File: src/rtl/mux8_scan_sequencer_pkg.sv
// Shared types and constants for the mux8x1 scan sequencer.
// No logic here: state encoding, widths and the select-step helper.
package mux_seq_pkg;

    localparam int DATA_W = 8;
    localparam int SEL_W  = 3;
    localparam logic [SEL_W-1:0] LAST_IDX = 3'd7;

    typedef enum logic [1:0] {
        IDLE = 2'd0,
        SCAN = 2'd1,
        DONE = 2'd2
    } state_t;

    function automatic logic [SEL_W-1:0] step_sel(input logic [SEL_W-1:0] sel, input bit msb_first);
        return msb_first ? (sel - 3'd1) : (sel + 3'd1);
    endfunction

endpackage

File: src/rtl/mux8_scan_sequencer_if.sv
// Bundle of the word handshake, mux drive/feedback and scan result signals.
// slave is the sequencer side; master is whatever feeds words and closes the mux loop.
interface mux8_scan_sequencer_if;
    import mux_seq_pkg::*;

    logic [DATA_W-1:0] in_data;
    logic              in_valid;
    logic              in_ready;
    logic [DATA_W-1:0] mux_in;
    logic [SEL_W-1:0]  mux_sel;
    logic              mux_out;
    logic              ser_bit;
    logic              ser_valid;
    logic [DATA_W-1:0] cap_word;
    logic              done;
    logic              busy;

    modport slave (
        input  in_data, in_valid, mux_out,
        output in_ready, mux_in, mux_sel, ser_bit, ser_valid, cap_word, done, busy
    );

    modport master (
        output in_data, in_valid, mux_out,
        input  in_ready, mux_in, mux_sel, ser_bit, ser_valid, cap_word, done, busy
    );

endinterface

File: src/rtl/mux8_scan_sequencer_slot_timer.sv
// Slot timer: counts cycles within a select slot, tick on the last cycle (slot_cnt == DIV-1).
// Latency: tick is combinational from the counter; the counter wraps to 0 on tick.
// Backpressure: none; clear wins over run.
module slot_timer #(
    parameter int DIV = 4
) (
    input  logic clk,
    input  logic rst_n,
    input  logic clear,
    input  logic run,
    output logic tick
);

    localparam logic [7:0] LAST_CNT = 8'(DIV - 1);

    logic [7:0] slot_cnt;

    always_ff @(posedge clk or negedge rst_n) begin
        if (!rst_n) begin
            slot_cnt <= 8'd0;
        end else if (clear) begin
            slot_cnt <= 8'd0;
        end else if (run) begin
            slot_cnt <= tick ? 8'd0 : (slot_cnt + 8'd1);
        end
    end

    assign tick = (slot_cnt == LAST_CNT);

endmodule

File: src/rtl/mux8_scan_sequencer.sv
// Scans an accepted byte through mux8x1, one select slot per DIV cycles, rebuilding it from mux_out.
// Latency: 8 samples at E0+k*DIV, done with the 8th ser_valid, in_ready back after E0+8*DIV+1.
// Backpressure: in_ready only in IDLE; in_valid outside IDLE is ignored, nothing is queued.
module mux8_scan_sequencer
    import mux_seq_pkg::*;
#(
    parameter int DIV       = 4,
    parameter bit MSB_FIRST = 1'b0
) (
    input  logic                  clk,
    input  logic                  rst_n,
    mux8_scan_sequencer_if.slave  bus
);

    localparam logic [SEL_W-1:0] FIRST_SEL = MSB_FIRST ? 3'd7 : 3'd0;

    state_t            state_q, state_d;
    logic [DATA_W-1:0] mux_in_q, mux_in_d;
    logic [SEL_W-1:0]  sel_q, sel_d;
    logic [SEL_W-1:0]  bit_cnt_q, bit_cnt_d;
    logic [DATA_W-1:0] shadow_q, shadow_d;
    logic [DATA_W-1:0] cap_q, cap_d;
    logic              ser_bit_q, ser_bit_d;
    logic              ser_valid_q, ser_valid_d;
    logic              done_q, done_d;
    logic              busy_q, busy_d;

    logic accept, tick, sample, last_sample;

    assign accept      = (state_q == IDLE) && bus.in_valid;
    assign sample      = (state_q == SCAN) && tick;
    assign last_sample = sample && (bit_cnt_q == LAST_IDX);

    slot_timer #(.DIV(DIV)) u_slot_timer (
        .clk   (clk),
        .rst_n (rst_n),
        .clear (accept),
        .run   (state_q == SCAN),
        .tick  (tick)
    );

    always_ff @(posedge clk or negedge rst_n) begin
        if (!rst_n) begin
            state_q <= IDLE;
        end else begin
            state_q <= state_d;
        end
    end

    always_comb begin
        state_d = state_q;
        case (state_q)
            IDLE:    if (accept) state_d = SCAN;
            SCAN:    if (last_sample) state_d = DONE;
            DONE:    state_d = IDLE;
            default: state_d = IDLE;
        endcase
    end

    always_comb begin
        mux_in_d    = mux_in_q;
        sel_d       = sel_q;
        bit_cnt_d   = bit_cnt_q;
        shadow_d    = shadow_q;
        cap_d       = cap_q;
        ser_bit_d   = ser_bit_q;
        ser_valid_d = 1'b0;
        done_d      = 1'b0;
        busy_d      = busy_q;
        if (accept) begin
            mux_in_d  = bus.in_data;
            sel_d     = FIRST_SEL;
            bit_cnt_d = '0;
            busy_d    = 1'b1;
        end
        if (sample) begin
            ser_bit_d         = bus.mux_out;
            ser_valid_d       = 1'b1;
            shadow_d[sel_q]   = bus.mux_out;
            if (bit_cnt_q == LAST_IDX) begin
                // Final bit merged straight into cap_word; select stays on the last position.
                cap_d  = shadow_d;
                done_d = 1'b1;
                busy_d = 1'b0;
            end else begin
                bit_cnt_d = bit_cnt_q + 3'd1;
                sel_d     = step_sel(sel_q, MSB_FIRST);
            end
        end
    end

    always_ff @(posedge clk or negedge rst_n) begin
        if (!rst_n) begin
            mux_in_q    <= '0;
            sel_q       <= '0;
            bit_cnt_q   <= '0;
            shadow_q    <= '0;
            cap_q       <= '0;
            ser_bit_q   <= 1'b0;
            ser_valid_q <= 1'b0;
            done_q      <= 1'b0;
            busy_q      <= 1'b0;
        end else begin
            mux_in_q    <= mux_in_d;
            sel_q       <= sel_d;
            bit_cnt_q   <= bit_cnt_d;
            shadow_q    <= shadow_d;
            cap_q       <= cap_d;
            ser_bit_q   <= ser_bit_d;
            ser_valid_q <= ser_valid_d;
            done_q      <= done_d;
            busy_q      <= busy_d;
        end
    end

    assign bus.in_ready  = (state_q == IDLE);
    assign bus.mux_in    = mux_in_q;
    assign bus.mux_sel   = sel_q;
    assign bus.ser_bit   = ser_bit_q;
    assign bus.ser_valid = ser_valid_q;
    assign bus.cap_word  = cap_q;
    assign bus.done      = done_q;
    assign bus.busy      = busy_q;

endmodule

File: src/flat_wrapper.sv
// flat-port wrapper written by rule: the top's interface ports become plain ports
module mux8_scan_sequencer_flat import mux_seq_pkg::*;
#(
    parameter int DIV       = 4,
    parameter bit MSB_FIRST = 1'b0
)
  (clk, rst_n, bus_in_data, bus_in_valid, bus_mux_out, bus_in_ready, bus_mux_in, bus_mux_sel, bus_ser_bit, bus_ser_valid, bus_cap_word, bus_done, bus_busy);
  mux8_scan_sequencer_if bus_i ();
  input  logic clk;
  input  logic rst_n;
  input wire logic [$bits(bus_i.in_data)-1:0] bus_in_data;
  input wire logic [$bits(bus_i.in_valid)-1:0] bus_in_valid;
  input wire logic [$bits(bus_i.mux_out)-1:0] bus_mux_out;
  output wire logic [$bits(bus_i.in_ready)-1:0] bus_in_ready;
  output wire logic [$bits(bus_i.mux_in)-1:0] bus_mux_in;
  output wire logic [$bits(bus_i.mux_sel)-1:0] bus_mux_sel;
  output wire logic [$bits(bus_i.ser_bit)-1:0] bus_ser_bit;
  output wire logic [$bits(bus_i.ser_valid)-1:0] bus_ser_valid;
  output wire logic [$bits(bus_i.cap_word)-1:0] bus_cap_word;
  output wire logic [$bits(bus_i.done)-1:0] bus_done;
  output wire logic [$bits(bus_i.busy)-1:0] bus_busy;
  assign bus_i.in_data = bus_in_data;
  assign bus_i.in_valid = bus_in_valid;
  assign bus_i.mux_out = bus_mux_out;
  assign bus_in_ready = bus_i.in_ready;
  assign bus_mux_in = bus_i.mux_in;
  assign bus_mux_sel = bus_i.mux_sel;
  assign bus_ser_bit = bus_i.ser_bit;
  assign bus_ser_valid = bus_i.ser_valid;
  assign bus_cap_word = bus_i.cap_word;
  assign bus_done = bus_i.done;
  assign bus_busy = bus_i.busy;
  mux8_scan_sequencer #(.DIV(DIV), .MSB_FIRST(MSB_FIRST)) u_core (.clk(clk), .rst_n(rst_n), .bus(bus_i));
endmodule
File: config.mk
export PLATFORM = sky130hd
export DESIGN_NAME = mux8_scan_sequencer_flat
export DESIGN_NICKNAME = d
export VERILOG_FILES = /design/src/rtl/mux8_scan_sequencer_pkg.sv /design/src/rtl/mux8_scan_sequencer_if.sv /design/src/rtl/mux8_scan_sequencer_slot_timer.sv /design/src/rtl/mux8_scan_sequencer.sv /design/src/flat_wrapper.sv
export SDC_FILE = /design/constraint.sdc
export NUM_CORES = 1
export LEC_CHECK = 0
export BUFFER_PORTS_ARGS = -buffer_cell sky130_fd_sc_hd__buf_2
export CORE_UTILIZATION = 55
export CTS_CLUSTER_SIZE = 14
export DETAILED_ROUTE_END_ITERATION = 12
export PLACE_DENSITY_LB_ADDON = 0.2
export SLEW_MARGIN = 20
export SYNTH_ARGS = -nofsm -noshare
export SYNTH_HDL_FRONTEND = slang
export SYNTH_SLANG_ARGS = --single-unit
File: constraint.sdc
create_clock -name clk -period 2.6 [get_ports clk]
set_clock_uncertainty 0.15 [all_clocks]
set_input_delay 0.52 -clock clk [delete_from_list [all_inputs] [get_ports clk]]
set_output_delay 0.52 -clock clk [all_outputs]
set_load 0.005 [all_outputs]
After elaboration in Yosys (flattened, before gate mapping)
Cells that the tools add are included.
W data, S select, Z words.
Word-level totals
  flip-flop bits (word level): 44
  bits of input ports: 12
  output and inout bits: 24
  logic and storage cells: 50
Cells by class
  add/subtract/negate cells: 3
  magnitude comparators: 2
  eq/ne operators: 5
  muxes and demuxes: 21
  reductions and logical operators: 8
Operators with widths (number)
  $mux W8: 3
  $mux W3: 6
  $add A8 B1 Y8 const B: 1
  $bwmux W8: 1
  $eq A8 B2 Y1 const B: 1
  $mux W1: 7
  $add A3 B1 Y3 const B: 2
  $logic_and A1 B1 Y1: 4
  $lt A3 B4 Y1 const B: 1
  $mux W2: 2
  $ne A2 B1 Y1 const B: 2
  $pmux W2 S2: 1
  $reduce_and A2 Y1: 2
  $demux W1 S3: 1
  $eq A3 B3 Y1 const B: 1
  $ge A3 B1 Y1 const B: 1
  $eq A2 B1 Y1 const B: 1
  $logic_not A2 Y1: 1
  $reduce_bool A2 Y1: 1

Longest topological paths before layout
Gate-level depths: netlist of the first run.
  depth in word-level cells: 5
  gate-level depth with buffers: 7
  gate-level depth less buffers: 6

Hierarchy
From an unflattened synthesis of the first run, not the netlist that was laid out.
Second synthesis, totals
  cell total of the unflattened synthesis: 203
  area, all modules: 2098.3 sq um
Modules (own cells, without submodules)
  mux8_scan_sequencer: times used 1, cells each 156, area each 1646.6 sq um
  slot_timer: times used 1, cells each 47, area each 451.7 sq um

Worst setup path before layout of the first run
OpenSTA, ideal clock, no wires.
  path kind: flip-flop to flip-flop
  start: register u_core.u_slot_timer.slot_cnt[0]
  end: register u_core.shadow_q[6]
  setup time: 0.125 ns
  arrival: 1.650 ns
  data required time: 2.325 ns
  path slack: 0.675 ns
  stages on the path, launching flop included: 8
  buffers on the path: 1
  cell sequence: dfrtp_1 -> ha_1 -> nor4b_4 -> nand3_4 -> inv_2 -> buf_6 -> nand2_2 -> mux2_4
Between the ends
  cells in the longest elaborated chain, start to end: 2
Ends and longest elaborated chain
  start, declared: RTL line mux8_scan_sequencer_slot_timer.sv:16  | logic [7:0] slot_cnt;
  start signal, assigned: RTL line mux8_scan_sequencer_slot_timer.sv:24  | slot_cnt <= tick ? 8'd0 : (slot_cnt + 8'd1);
  $eq A8 B2 Y1: RTL line mux8_scan_sequencer_slot_timer.sv:28  | assign tick = (slot_cnt == LAST_CNT);
  $logic_and A1 B1 Y1: RTL line mux8_scan_sequencer.sv:31  | assign sample = (state_q == SCAN) && tick;
  via u_core.sample: RTL line mux8_scan_sequencer.sv:28  | logic accept, tick, sample, last_sample;
  end signal, assigned: RTL line mux8_scan_sequencer.sv:107  | shadow_q <= shadow_d;
  end, declared: RTL line mux8_scan_sequencer.sv:21  | logic [DATA_W-1:0] shadow_q, shadow_d;
The timed path passes the listed nets, and every way through them passes these cells.
A chain may end at the register's enable or synchronous reset.

Worst setup path in the final report of the first run
  start: register u_core.u_slot_timer.slot_cnt[0]
  end: register u_core.shadow_q[3]
Between the ends
  cells in the longest elaborated chain, start to end: 2
Ends and longest elaborated chain (RTL line)
  $eq A8 B2 Y1: mux8_scan_sequencer_slot_timer.sv:28
  $logic_and A1 B1 Y1: mux8_scan_sequencer.sv:31
No other way between the ends.

==> results_tabular.tex, run 1 <==
\begin{tabular}{lr}
\hline
Metric & Value \\
\hline
\multicolumn{2}{l}{\textbf{Outcome}} \\
\quad Outcome & finished, final reports clean \\
\multicolumn{2}{l}{\textbf{Global route}} \\
\quad Pin count of the biggest net entering global routing & 17 \\
\quad Global-route total usage across every layer & 0.2235 \\
\quad First-pass GRT wire length & 6.782 mm \\
\quad GRT overflow & 0 \\
\quad Number of antenna violations at the first check in global routing & 0 \\
\quad Number of global-route vias before repair & 1546 \\
\multicolumn{2}{l}{\textbf{Synthesis}} \\
\quad FFs w/ async S/R, synth & 1.000 \\
\quad Area share of the largest cell type after synthesis & 0.5409 \\
\quad Number of unique standard cell types used by synthesis & 36 \\
\quad Syn avg cell area & 10.83 um2 \\
\quad Number of standard cells after synthesis & 188 \\
\quad Number of flops mapped to enable cells by yosys & 0 \\
\quad Summed instance area of the synthesized netlist & 2036 um2 \\
\quad Ranking of synthesized cells by area & dfrtp\_1 (54\%), mux2\_2 (6.6\%), nand2\_1 (4.6\%) \\
\quad Number of synthesized register bits & 44 \\
\quad Fraction of the yosys area taken by sequential cells & 0.5409 \\
\quad Most common flop cell mapped by yosys & dfrtp\_1 \\
\quad Synthesized net count & 204 \\
\quad Top cell type by total area after synthesis & dfrtp\_1 \\
\quad Number of warnings issued by yosys & 0 \\
\multicolumn{2}{l}{\textbf{Power}} \\
\quad Power per Cell Area & 964.9 nW/um2 \\
\quad Static leakage & 1.151 nW \\
\quad Power, Total & 2.271 mW \\
\quad Peak supply drop & 490.6 uV \\
\multicolumn{2}{l}{\textbf{Floorplan}} \\
\quad Die area & 3949 um2 \\
\quad Initial standard-cell utilization of the core & 0.5914 \\
\quad Number of ports placed on the die boundary & 36 \\
\quad DIE HEIGHT & 62.84 um \\
\quad CORE AREA & 3442 um2 \\
\quad Chip width & 62.84 um \\
\quad Number of core rows & 21 \\
\multicolumn{2}{l}{\textbf{Finish}} \\
\quad Area of the multi-input gates & 884.6 um2 \\
\quad Post-synthesis to final-layout area growth & 15.61\% \\
\quad Net count of the finished layout & 243 \\
\quad Sequential Area & 1101 um2 \\
\quad Number of fill cells & 282 \\
\quad Share of final-layout standard cells stronger than drive strength 1 & 0.3158 \\
\quad Core occupancy in the finished layout & 0.6838 \\
\quad Count of inserted antenna diode cells & 0 \\
\multicolumn{2}{l}{\textbf{CTS}} \\
\quad Post-CTS setup buffer count & 0 \\
\quad \# clock sinks & 44 \\
\quad Worst-path clk slew & 0.08 ns \\
\quad Clk\_lat worst skew & 0.29 ns \\
\quad Depth of the CTS H-tree & 2 \\
\quad Root buffer cell & clkbuf\_8 \\
\quad Number of buffers created by CTS & 5 \\
\quad Maximum root-to-sink buffer count & 2 \\
\quad Clock tree from TritonCTS & done \\
\multicolumn{2}{l}{\textbf{Critical path}} \\
\quad Cell-by-cell trace of the critical path & ha\_1 -> nor4b\_4 -> nand3\_4 -> inv\_2 -> nand3\_1 -> mux2\_2 \\
\quad Delay of the slowest critical-path stage & 0.43 ns \\
\quad Start-to-end type of the worst setup path & flip-flop to flip-flop \\
\quad Startpoint of the most critical register-to-register path & u\_core.u\_slot\_timer.slot\_cnt[0] \\
\quad Endpoint type of the worst setup path & flip-flop \\
\quad Crit start category & flip-flop \\
\quad Number of cell instances on the worst register-to-register path & 6 \\
\quad Data required time at the worst endpoint & 2.64 ns \\
\quad Highest net fanout along the worst path & 13 \\
\quad Critical path data arrival time & 2.16 ns \\
\quad Slowest stage cell, crit path & nor4b\_4 \\
\quad Launching instance or port of the critical path & u\_core.u\_slot\_timer.slot\_cnt[0] \\
\multicolumn{2}{l}{\textbf{Routing}} \\
\quad Initial DRC count & 77 \\
\quad DRC & 0 \\
\quad Wirelength per Cell & 13.96 um \\
\quad Total length of routed wires & 3.825 mm \\
\quad Pre-antenna DRT Iters & 4 \\
\quad Via total after detailed routing & 1489 \\
\quad Number of nets with antenna violations after detailed routing & 0 \\
\quad Detailed-route vias per instance & 5.434 \\
\multicolumn{2}{l}{\textbf{Timing}} \\
\quad Final count of pins violating max slew & 0 \\
\quad Worst rel slew slack & 0.6345 \\
\quad Final worst path period need & 2.127 ns \\
\quad Final-layout setup total negative slack & 0 ns \\
\quad Endpoints failing hold & 0 \\
\quad Transition at the pin with the smallest max-transition slack & 0.5483 ns \\
\quad Upper clock frequency limit & 470.1 MHz \\
\quad Number of endpoints failing setup at the final stage & 0 \\
\quad Post-route fraction of the period consumed by the critical path & 0.8181 \\
\quad Setup repair after global routing missed its margin & no \\
\multicolumn{2}{l}{\textbf{Worst hold path}} \\
\quad Startpoint of the tightest hold check path & bus\_in\_data[4] \\
\quad Hold Path Depth & 2 \\
\quad Type of the tightest min-delay check & input pin to flip-flop \\
\multicolumn{2}{l}{\textbf{Placement}} \\
\quad Input/output buffers & 35 \\
\quad Final Wtd Congestion & 0.8989 \\
\quad Detail Placement HPWL & 2.846 mm \\
\multicolumn{2}{l}{\textbf{Job}} \\
\quad Count of max-cap constraint violations & 0 \\
\hline
\end{tabular}
[metrics by stage]
step	area [um2]	hold slack, ns	setup WS, ns	std cells
floorplan	2036	0.07441	0.6753	188
global placement	2256	0.2913	0.5555	265
CTS	2354	0.2867	0.4724	274
finish	2354	0.2998	0.4729	274
global route	2354	0.2953	0.3174	274
detailed placement	2256	0.2953	0.4835	265
[cell usage in the layout (no fill, tap or decap), types with 2 or more instances in the layout]
master    Yosys  layout
a21oi_1       8       8
a31oi_1       3       3
buf_2         1      35
buf_4         0       3
clkbuf_8      0       5
clkinv_2      0       2
dfrtp_1      44      44
ha_1          4       4
inv_1         3       3
mux2_2       12      12
mux2_4        3       3
mux2i_1       8       8
nand2_1      25      25
nand2_2       2       2
nand2b_1      3       3
nand3_1      14      14
nor2_1       11      11
nor2b_1       4       4
nor3_1        3       3
o21ai_0      15      15
o21ai_1       2       2
or3_1         2       2
[where the power goes]
| part | total [mW] | internal (mW) | switching [mW] |
|---|---|---|---|
| sequential | 1.15 | 0.915 | 0.235 |
| combinational | 0.705 | 0.364 | 0.341 |
| clock | 0.415 | 0.187 | 0.228 |
| total | 2.27 | 1.47 | 0.805 |
[path summary, 6_finish.rpt]
path,end,slack [ns]
worst max-delay path,u_core.shadow_q[3],0.47
worst min-delay path,u_core.bus.mux_in[4],0.30
worst max register to register,u_core.shadow_q[3],0.47
worst min register to register,u_core.bus.cap_word[5],0.33
max in group asynchronous,u_core.u_slot_timer.slot_cnt[1],1.26
min in group asynchronous,u_core.bus.mux_in[4],0.50
[logic make-up (layout without fill, tap and decap cells)]
group / Yosys count / count (layout) / synth area share
mux: 23 / 23 / 0.1278
fa+ha+maj: 4 / 4 / 0.02459
simple gates: 74 / 74 / 0.1942
flops: 44 / 44 / 0.5409
buf+inv: 11 / 51 / 0.02458
xor+xnor: 1 / 1 / 0.004303
compound gates: 31 / 31 / 0.08359
[worst max-delay path, delay by kind of cell, from the launching register on]
family	cells	cell delay [ns]
multiplexers	1	0.29
adder cells (fa/ha/maj)	1	0.27
flip-flops	1	0.42
AND/OR/NAND/NOR	3	0.68
buffers and inverters	1	0.21
[flip-flops by register name (all words and copies together) (netlist names)]
signal,count
u_core.bit_cnt_q,3
u_core.bus.busy,1
u_core.bus.cap_word,8
u_core.bus.done,1
u_core.bus.mux_in,8
u_core.bus.mux_sel,3
u_core.bus.ser_bit,1
u_core.bus.ser_valid,1
u_core.shadow_q,8
u_core.state_q,2
u_core.u_slot_timer.slot_cnt,8
[metal layers]
layer,global-route usage,routed length (um)
met5,0,0
met4,0.07849,60
met3,0.04927,174
met2,0.4008,1991
met1,0.2609,1597
[cell type report]
class,count,share of cell area
clock buffer,5,0.02924
clock inverter,3,0.007974
inverter,4,0.006380
multi-input combinational,133,0.3759
sequential,44,0.4678
tap,46,0.02446
timing repair buffer,39,0.08825
[synth_stat cells, types with 2 or more instances]
cell type / instances
dfrtp_1: 44
nand2_1: 25
o21ai_0: 15
nand3_1: 14
mux2_2: 12
nor2_1: 11
a21oi_1: 8
mux2i_1: 8
clkbuf_1: 5
ha_1: 4
nor2b_1: 4
a31oi_1: 3
inv_1: 3
mux2_4: 3
nand2b_1: 3
nor3_1: 3
nand2_2: 2
o21ai_1: 2
or3_1: 2
[repair_timing]
item / in CTS / in global routing
hold buffers: 1 / 0
endpoints found under the hold margin: 13 / 0
resized for setup: 0 / 0
setup endpoints to repair: 0 / 0
(Power assumes the default switching activity.)
==> run 2: changes to the inputs <==
==> constraint.sdc (replaced) <==
create_clock -name clk -period 2.1 [get_ports clk]
set_clock_uncertainty 0.15 [all_clocks]
set_input_delay 0.42 -clock clk [delete_from_list [all_inputs] [get_ports clk]]
set_output_delay 0.42 -clock clk [all_outputs]
set_load 0.005 [all_outputs]
==> results_tabular.tex, run 2 (synthesis results as in run 1) <==
\begin{tabular}{lr}
\hline
Metric & Value \\
\hline
\multicolumn{2}{l}{\textbf{Finish}} \\
\quad Count of inserted antenna diode cells & 0 (unchanged) \\
\quad Most frequent cells in the layout & dfrtp\_1 (44), buf\_2 (35), nand2\_1 (25) \\
\quad Share of final-layout standard cells stronger than drive strength 1 & 0.3304 (+0.01465) \\
\quad Net count of the finished layout & 245 (+0.82\%) \\
\quad Number of fill cells & 265 (-6.0\%) \\
\quad Commonest non-fill, non-tap cell in the layout & dfrtp\_1 \\
\quad Post-synthesis to final-layout area growth & 17.64\% \\
\multicolumn{2}{l}{\textbf{Critical path}} \\
\quad Data required time at the worst endpoint & 2.14 ns (-0.50 ns) \\
\quad Endpoint type of the worst setup path & flip-flop \\
\quad Startpoint of the most critical register-to-register path & u\_core.u\_slot\_timer.slot\_cnt[0] \\
\quad Critical path data arrival time & 2.01 ns (-0.15 ns) \\
\quad Highest net fanout along the worst path & 9 (-4) \\
\quad Launching instance or port of the critical path & u\_core.u\_slot\_timer.slot\_cnt[0] \\
\quad Number of cell instances on the worst register-to-register path & 5 (-1) \\
\quad Start-to-end type of the worst setup path & flip-flop to flip-flop \\
\quad Crit start category & flip-flop \\
\multicolumn{2}{l}{\textbf{CTS}} \\
\quad Post-CTS setup buffer count & 0 (unchanged) \\
\quad Number of buffers created by CTS & 5 (unchanged) \\
\quad Clk\_lat worst skew & 0.30 ns (about the same) \\
\quad \# clock sinks & 44 (unchanged) \\
\quad Clock tree from TritonCTS & done \\
\quad Root buffer cell & clkbuf\_8 \\
\quad Maximum root-to-sink buffer count & 2 (unchanged) \\
\quad Depth of the CTS H-tree & 2 (unchanged) \\
\quad Worst-path clk slew & 0.08 ns (about the same) \\
\multicolumn{2}{l}{\textbf{Outcome}} \\
\quad Outcome & finished, final reports clean \\
\multicolumn{2}{l}{\textbf{Floorplan}} \\
\quad DIE HEIGHT & 62.84 um (unchanged) \\
\quad Chip width & 62.84 um (unchanged) \\
\quad Initial standard-cell utilization of the core & 0.5914 (unchanged) \\
\quad CORE AREA & 3442 um2 (unchanged) \\
\quad Die area & 3949 um2 (unchanged) \\
\quad Number of core rows & 21 (unchanged) \\
\quad Number of ports placed on the die boundary & 36 (unchanged) \\
\multicolumn{2}{l}{\textbf{Global route}} \\
\quad Pin count of the biggest net entering global routing & 25 (+8) \\
\quad Global-route total usage across every layer & 0.2328 (+0.009324) \\
\quad Number of global-route vias before repair & 1549 (+0.19\%) \\
\quad First-pass GRT wire length & 6.941 mm (+2.3\%) \\
\quad GRT overflow & 0 (unchanged) \\
\quad Number of antenna violations at the first check in global routing & 0 (unchanged) \\
\multicolumn{2}{l}{\textbf{Timing}} \\
\quad Worst rel slew slack & 0.6401 (+0.005625) \\
\quad Final-layout setup total negative slack & 0 ns (unchanged) \\
\quad Post-route fraction of the period consumed by the critical path & 0.9387 (+0.1206) \\
\quad Endpoints failing hold & 0 (unchanged) \\
\quad Final count of pins violating max slew & 0 (unchanged) \\
\quad Setup repair after global routing missed its margin & no \\
\quad Final worst path period need & 1.971 ns (-0.1558 ns) \\
\quad Number of endpoints failing setup at the final stage & 0 (unchanged) \\
\quad Transition at the pin with the smallest max-transition slack & 0.5386 ns (-0.009743 ns) \\
\quad Upper clock frequency limit & 507.3 MHz (+7.9\%) \\
\multicolumn{2}{l}{\textbf{Routing}} \\
\quad Initial DRC count & 81 (+5.2\%) \\
\quad Top Metal Used & met4 \\
\quad Met3 Wirelength & 154 um (-11\%) \\
\quad Total length of routed wires & 4.023 mm (+5.2\%) \\
\quad Pre-antenna DRT Iters & 4 (unchanged) \\
\quad Detailed-route vias per instance & 5.572 (+2.5\%) \\
\quad Via total after detailed routing & 1538 (+3.3\%) \\
\quad Number of nets with antenna violations after detailed routing & 0 (unchanged) \\
\quad Met1 wire length & 1.698 mm (+6.3\%) \\
\quad DRC & 0 (unchanged) \\
\quad Wirelength per Cell & 14.58 um (+4.4\%) \\
\quad Wire length on met2 & 2.073 mm (+4.1\%) \\
\multicolumn{2}{l}{\textbf{Power}} \\
\quad Peak supply drop & 671.1 uV (+37\%) \\
\quad Static leakage & 1.169 nW (+1.5\%) \\
\quad Power, Total & 2.888 mW (+27\%) \\
\quad Power per Cell Area & 1206 nW/um2 (+25\%) \\
\multicolumn{2}{l}{\textbf{Worst hold path}} \\
\quad Type of the tightest min-delay check & input pin to flip-flop \\
\quad Startpoint of the tightest hold check path & bus\_in\_data[4] \\
\quad Hold Path Depth & 2 (unchanged) \\
\multicolumn{2}{l}{\textbf{Job}} \\
\quad Count of max-cap constraint violations & 0 (unchanged) \\
\multicolumn{2}{l}{\textbf{Placement}} \\
\quad Detail Placement HPWL & 2.865 mm (+0.65\%) \\
\quad Input/output buffers & 35 (unchanged) \\
\quad Final Wtd Congestion & 0.9326 (+3.7\%) \\
\hline
\end{tabular}
-- run 2: cell types whose count changed in the layout (fill, tap and decap cells not counted) --
cell / before / now
clkbuf_8: 5 / 6
buf_4: 3 / 4
clkinv_4: 1 / 0
inv_4: 0 / 1
buf_12: 0 / 1
a21oi_1: 8 / 7
inv_2: 1 / 0
ha_2: 0 / 1
ha_1: 4 / 3
a21oi_2: 0 / 1
-- run 2: cell type report --
type | instances | area, um2 | area share
clock inverter | 2 | 10.01 | 0.004180
multi-input combinational | 133 | 890.9 | 0.3720
timing repair buffer | 41 | 235.2 | 0.09822
inverter | 4 | 17.52 | 0.007315
clock buffer | 6 | 82.58 | 0.03448
sequential | 44 | 1101 | 0.4598
tap | 46 | 57.56 | 0.02403
-- run 2: worst paths after layout --
kind	endpoint	slack (ns)
max in group asynchronous	u_core.bit_cnt_q[1]	0.81
worst min register to register	u_core.bus.cap_word[5]	0.33
worst max-delay path	u_core.bus.mux_sel[2]	0.13
worst max register to register	u_core.bus.mux_sel[2]	0.13
min in group asynchronous	u_core.bus.cap_word[1]	0.47
worst min-delay path	u_core.bus.mux_in[4]	0.20
-- run 2: metrics by stage --
stage	instance area, um2	cells	util	hold WS (ns)	worst slack (ns)
2_1_floorplan	2036	188	-	-0.02559	0.1753
3_3_place_gp	2283	267	0.6634	0.2658	0.1325
3_5_place_dp	2283	267	0.6634	0.2691	0.05343
4_1_cts	2386	276	0.6932	0.1902	0.02626
5_1_grt	2395	276	0.6957	0.1933	0.007139
6_report	2395	276	0.6957	0.2000	0.1287
-- run 2: repair_timing --
action	CTS	global route
endpoints found under the hold margin	20	0
hold buffers	1	0
resized for setup	0	3
endpoints found under the setup margin	0	12
-- run 2: metal layers --
layer	global-route usage	up-vias
met5	0	-
li1	-	738
met3	0.06752	9
met1	0.2603	751
met2	0.4022	40
met4	0.1163	0
-- run 2: worst max-delay path, stage by stage (launching register included) --
cell	delay, ns
dfrtp_1	0.43
ha_2	0.26
nor4b_4	0.30
buf_4	0.21
nand4_2	0.21
a31o_2	0.31
-- run 2: power by group --
group	switching [mW]	leakage [nW]	total (mW)	internal, mW
logic	0.444	0.611	0.923	0.479
clock network	0.272	0.0510	0.534	0.262
registers	0.299	0.507	1.43	1.13
==> run 3: changes to the inputs <==
--- a/config.mk
+++ b/config.mk
@@ -10,6 +10,7 @@
 export CTS_CLUSTER_SIZE = 14
 export DETAILED_ROUTE_END_ITERATION = 12
 export PLACE_DENSITY_LB_ADDON = 0.2
+export RECOVER_POWER = 25
 export SLEW_MARGIN = 20
 export SYNTH_ARGS = -nofsm -noshare
 export SYNTH_HDL_FRONTEND = slang
==> results_tabular.tex, run 3 (synthesis results as in run 1) <==
\begin{tabular}{lr}
\hline
Metric & Value \\
\hline
\multicolumn{2}{l}{\textbf{Global route}} \\
\quad Global-route total usage across every layer & 0.2328 (unchanged) \\
\quad GRT overflow & 0 (unchanged) \\
\quad Pin count of the biggest net entering global routing & 25 (unchanged) \\
\quad First-pass GRT wire length & 6.941 mm (unchanged) \\
\quad Number of antenna violations at the first check in global routing & 0 (unchanged) \\
\quad Number of global-route vias before repair & 1549 (unchanged) \\
\multicolumn{2}{l}{\textbf{Timing}} \\
\quad Post-route fraction of the period consumed by the critical path & 0.9387 (unchanged) \\
\quad Setup slack of the critical path after layout & 0.1287 ns (unchanged) \\
\quad Final worst path period need & 1.971 ns (unchanged) \\
\quad Upper clock frequency limit & 507.3 MHz (unchanged) \\
\quad Setup repair after global routing missed its margin & no \\
\quad Fin Hold WS & 0.2000 ns (unchanged) \\
\quad Final-layout setup total negative slack & 0 ns (unchanged) \\
\quad Final count of pins violating max slew & 0 (unchanged) \\
\quad Transition at the pin with the smallest max-transition slack & 1.250 ns (+0.7110 ns) \\
\quad Number of endpoints failing setup at the final stage & 0 (unchanged) \\
\quad Worst rel slew slack & 0.1669 (-0.4732) \\
\quad Endpoints failing hold & 0 (unchanged) \\
\multicolumn{2}{l}{\textbf{Worst hold path}} \\
\quad Hold Path Depth & 2 (unchanged) \\
\quad Type of the tightest min-delay check & input pin to flip-flop \\
\quad Startpoint of the tightest hold check path & bus\_in\_data[4] \\
\quad Endpoint with the worst hold slack & u\_core.bus.mux\_in[4] \\
\multicolumn{2}{l}{\textbf{Placement}} \\
\quad Input/output buffers & 35 (unchanged) \\
\quad Detail Placement HPWL & 2.865 mm (unchanged) \\
\quad Pre-CTS setup slack & 0.05343 ns (unchanged) \\
\quad Final Wtd Congestion & 0.9326 (unchanged) \\
\quad Cell area after placement & 2283 um2 (unchanged) \\
\quad DP Cell Count & 267 (unchanged) \\
\multicolumn{2}{l}{\textbf{Critical path}} \\
\quad Startpoint of the most critical register-to-register path & u\_core.u\_slot\_timer.slot\_cnt[0] \\
\quad Cell-by-cell trace of the critical path & ha\_2 -> nor4b\_4 -> buf\_4 -> nand4\_2 -> a31o\_2 \\
\quad Combined buffer and inverter count along the critical path & 1 (unchanged) \\
\quad Destination of the worst register-to-register timing path & u\_core.bus.mux\_sel[2] \\
\quad Critical path data arrival time & 2.01 ns (about the same) \\
\quad Crit start category & flip-flop \\
\quad Slowest stage cell, crit path & dfrtp\_1 \\
\quad Cell family contributing the most delay on the critical path & simple AND/OR/NAND/NOR gates \\
\quad Highest net fanout along the worst path & 9 (unchanged) \\
\quad Data required time at the worst endpoint & 2.14 ns (about the same) \\
\quad Delay of the slowest critical-path stage & 0.43 ns (about the same) \\
\quad Endpoint type of the worst setup path & flip-flop \\
\quad Setup slack of the worst register-to-register path & 0.13 ns (about the same) \\
\quad Number of cell instances on the worst register-to-register path & 5 (unchanged) \\
\quad Start-to-end type of the worst setup path & flip-flop to flip-flop \\
\multicolumn{2}{l}{\textbf{Floorplan}} \\
\quad Initial standard-cell utilization of the core & 0.5914 (unchanged) \\
\quad Number of ports placed on the die boundary & 36 (unchanged) \\
\quad Chip width & 62.84 um (unchanged) \\
\quad Die area & 3949 um2 (unchanged) \\
\quad Number of core rows & 21 (unchanged) \\
\quad DIE HEIGHT & 62.84 um (unchanged) \\
\quad CORE AREA & 3442 um2 (unchanged) \\
\multicolumn{2}{l}{\textbf{Finish}} \\
\quad Commonest non-fill, non-tap cell in the layout & dfrtp\_1 \\
\quad Most frequent cells in the layout & dfrtp\_1 (44), buf\_2 (34), nand2\_1 (25) \\
\quad Post-synthesis to final-layout area growth & 17.58\% (about the same) \\
\quad Core occupancy in the finished layout & 0.6954 (about the same) \\
\quad Net count of the finished layout & 245 (unchanged) \\
\quad Non-Filler Cell Area, Final & 2394 um2 (about the same) \\
\quad Non-filler instance count after layout & 276 (unchanged) \\
\quad Count of inserted antenna diode cells & 0 (unchanged) \\
\quad Share of final-layout standard cells stronger than drive strength 1 & 0.3261 (-0.004348) \\
\multicolumn{2}{l}{\textbf{Routing}} \\
\quad Wirelength per Cell & 14.57 um (about the same) \\
\quad Initial DRC count & 81 (unchanged) \\
\quad Detailed-route vias per instance & 5.572 (unchanged) \\
\quad Number of nets with antenna violations after detailed routing & 0 (unchanged) \\
\quad DRC & 0 (unchanged) \\
\quad Via total after detailed routing & 1538 (unchanged) \\
\quad Pre-antenna DRT Iters & 4 (unchanged) \\
\quad Total length of routed wires & 4.021 mm (about the same) \\
\multicolumn{2}{l}{\textbf{Power}} \\
\quad Static leakage & 1.166 nW (-0.24\%) \\
\quad Peak supply drop & 671.1 uV (about the same) \\
\quad Power per Cell Area & 1207 nW/um2 (about the same) \\
\quad Power, Total & 2.888 mW (about the same) \\
\multicolumn{2}{l}{\textbf{Outcome}} \\
\quad Outcome & finished, final reports clean \\
\multicolumn{2}{l}{\textbf{CTS}} \\
\quad Worst-path clk slew & 0.08 ns (about the same) \\
\quad Root buffer cell & clkbuf\_8 \\
\quad Clock tree from TritonCTS & done \\
\quad Maximum root-to-sink buffer count & 2 (unchanged) \\
\quad Clk\_lat worst skew & 0.30 ns (about the same) \\
\quad Post-CTS setup buffer count & 0 (unchanged) \\
\quad \# clock sinks & 44 (unchanged) \\
\quad Depth of the CTS H-tree & 2 (unchanged) \\
\quad Number of buffers created by CTS & 5 (unchanged) \\
\multicolumn{2}{l}{\textbf{Job}} \\
\quad Count of max-cap constraint violations & 0 (unchanged) \\
\hline
\end{tabular}
run 3: worst max path at each step:
stage | startpoint | to | slack [ns] | depth (start not counted)
2_1_floorplan | u_core.u_slot_timer.slot_cnt[0] | u_core.shadow_q[6] | 0.18 | 7
3_3_place_gp | u_core.u_slot_timer.slot_cnt[0] | u_core.u_slot_timer.slot_cnt[5] | 0.13 | 6
3_5_place_dp | u_core.u_slot_timer.slot_cnt[0] | u_core.u_slot_timer.slot_cnt[5] | 0.05 | 6
4_1_cts | u_core.u_slot_timer.slot_cnt[0] | u_core.u_slot_timer.slot_cnt[5] | 0.03 | 6
6_report | u_core.u_slot_timer.slot_cnt[0] | u_core.bus.mux_sel[2] | 0.13 | 5
5_1_grt | u_core.u_slot_timer.slot_cnt[0] | u_core.bit_cnt_q[0] | 0.007 | 6
run 3: cell type report:
class / count / area, um2
inverter: 4 / 17.52
fill: 264 / 1049
clock inverter: 2 / 10.01
sequential: 44 / 1101
tap: 46 / 57.56
timing repair buffer: 41 / 234.0
multi-input combinational: 133 / 890.9
clock buffer: 6 / 82.58
run 3: where the power goes:
| part | internal, mW | switching (mW) |
|---|---|---|
| logic | 0.479 | 0.444 |
| registers | 1.13 | 0.299 |
| clock network | 0.262 | 0.272 |
run 3: metal layers:
metal	vias to the layer above	GRT usage	wire length, um
met1	751	0.2603	1697
met2	40	0.4022	2073
met5	-	0	0
li1	738	-	-
met3	9	0.06752	154
met4	0	0.1163	95
run 3: what timing repair did:
item / in CTS / in global routing
gates resized for setup: 0 / 3
hold buffers: 1 / 0
endpoints found under the hold margin: 20 / 0
setup endpoints to repair: 0 / 12
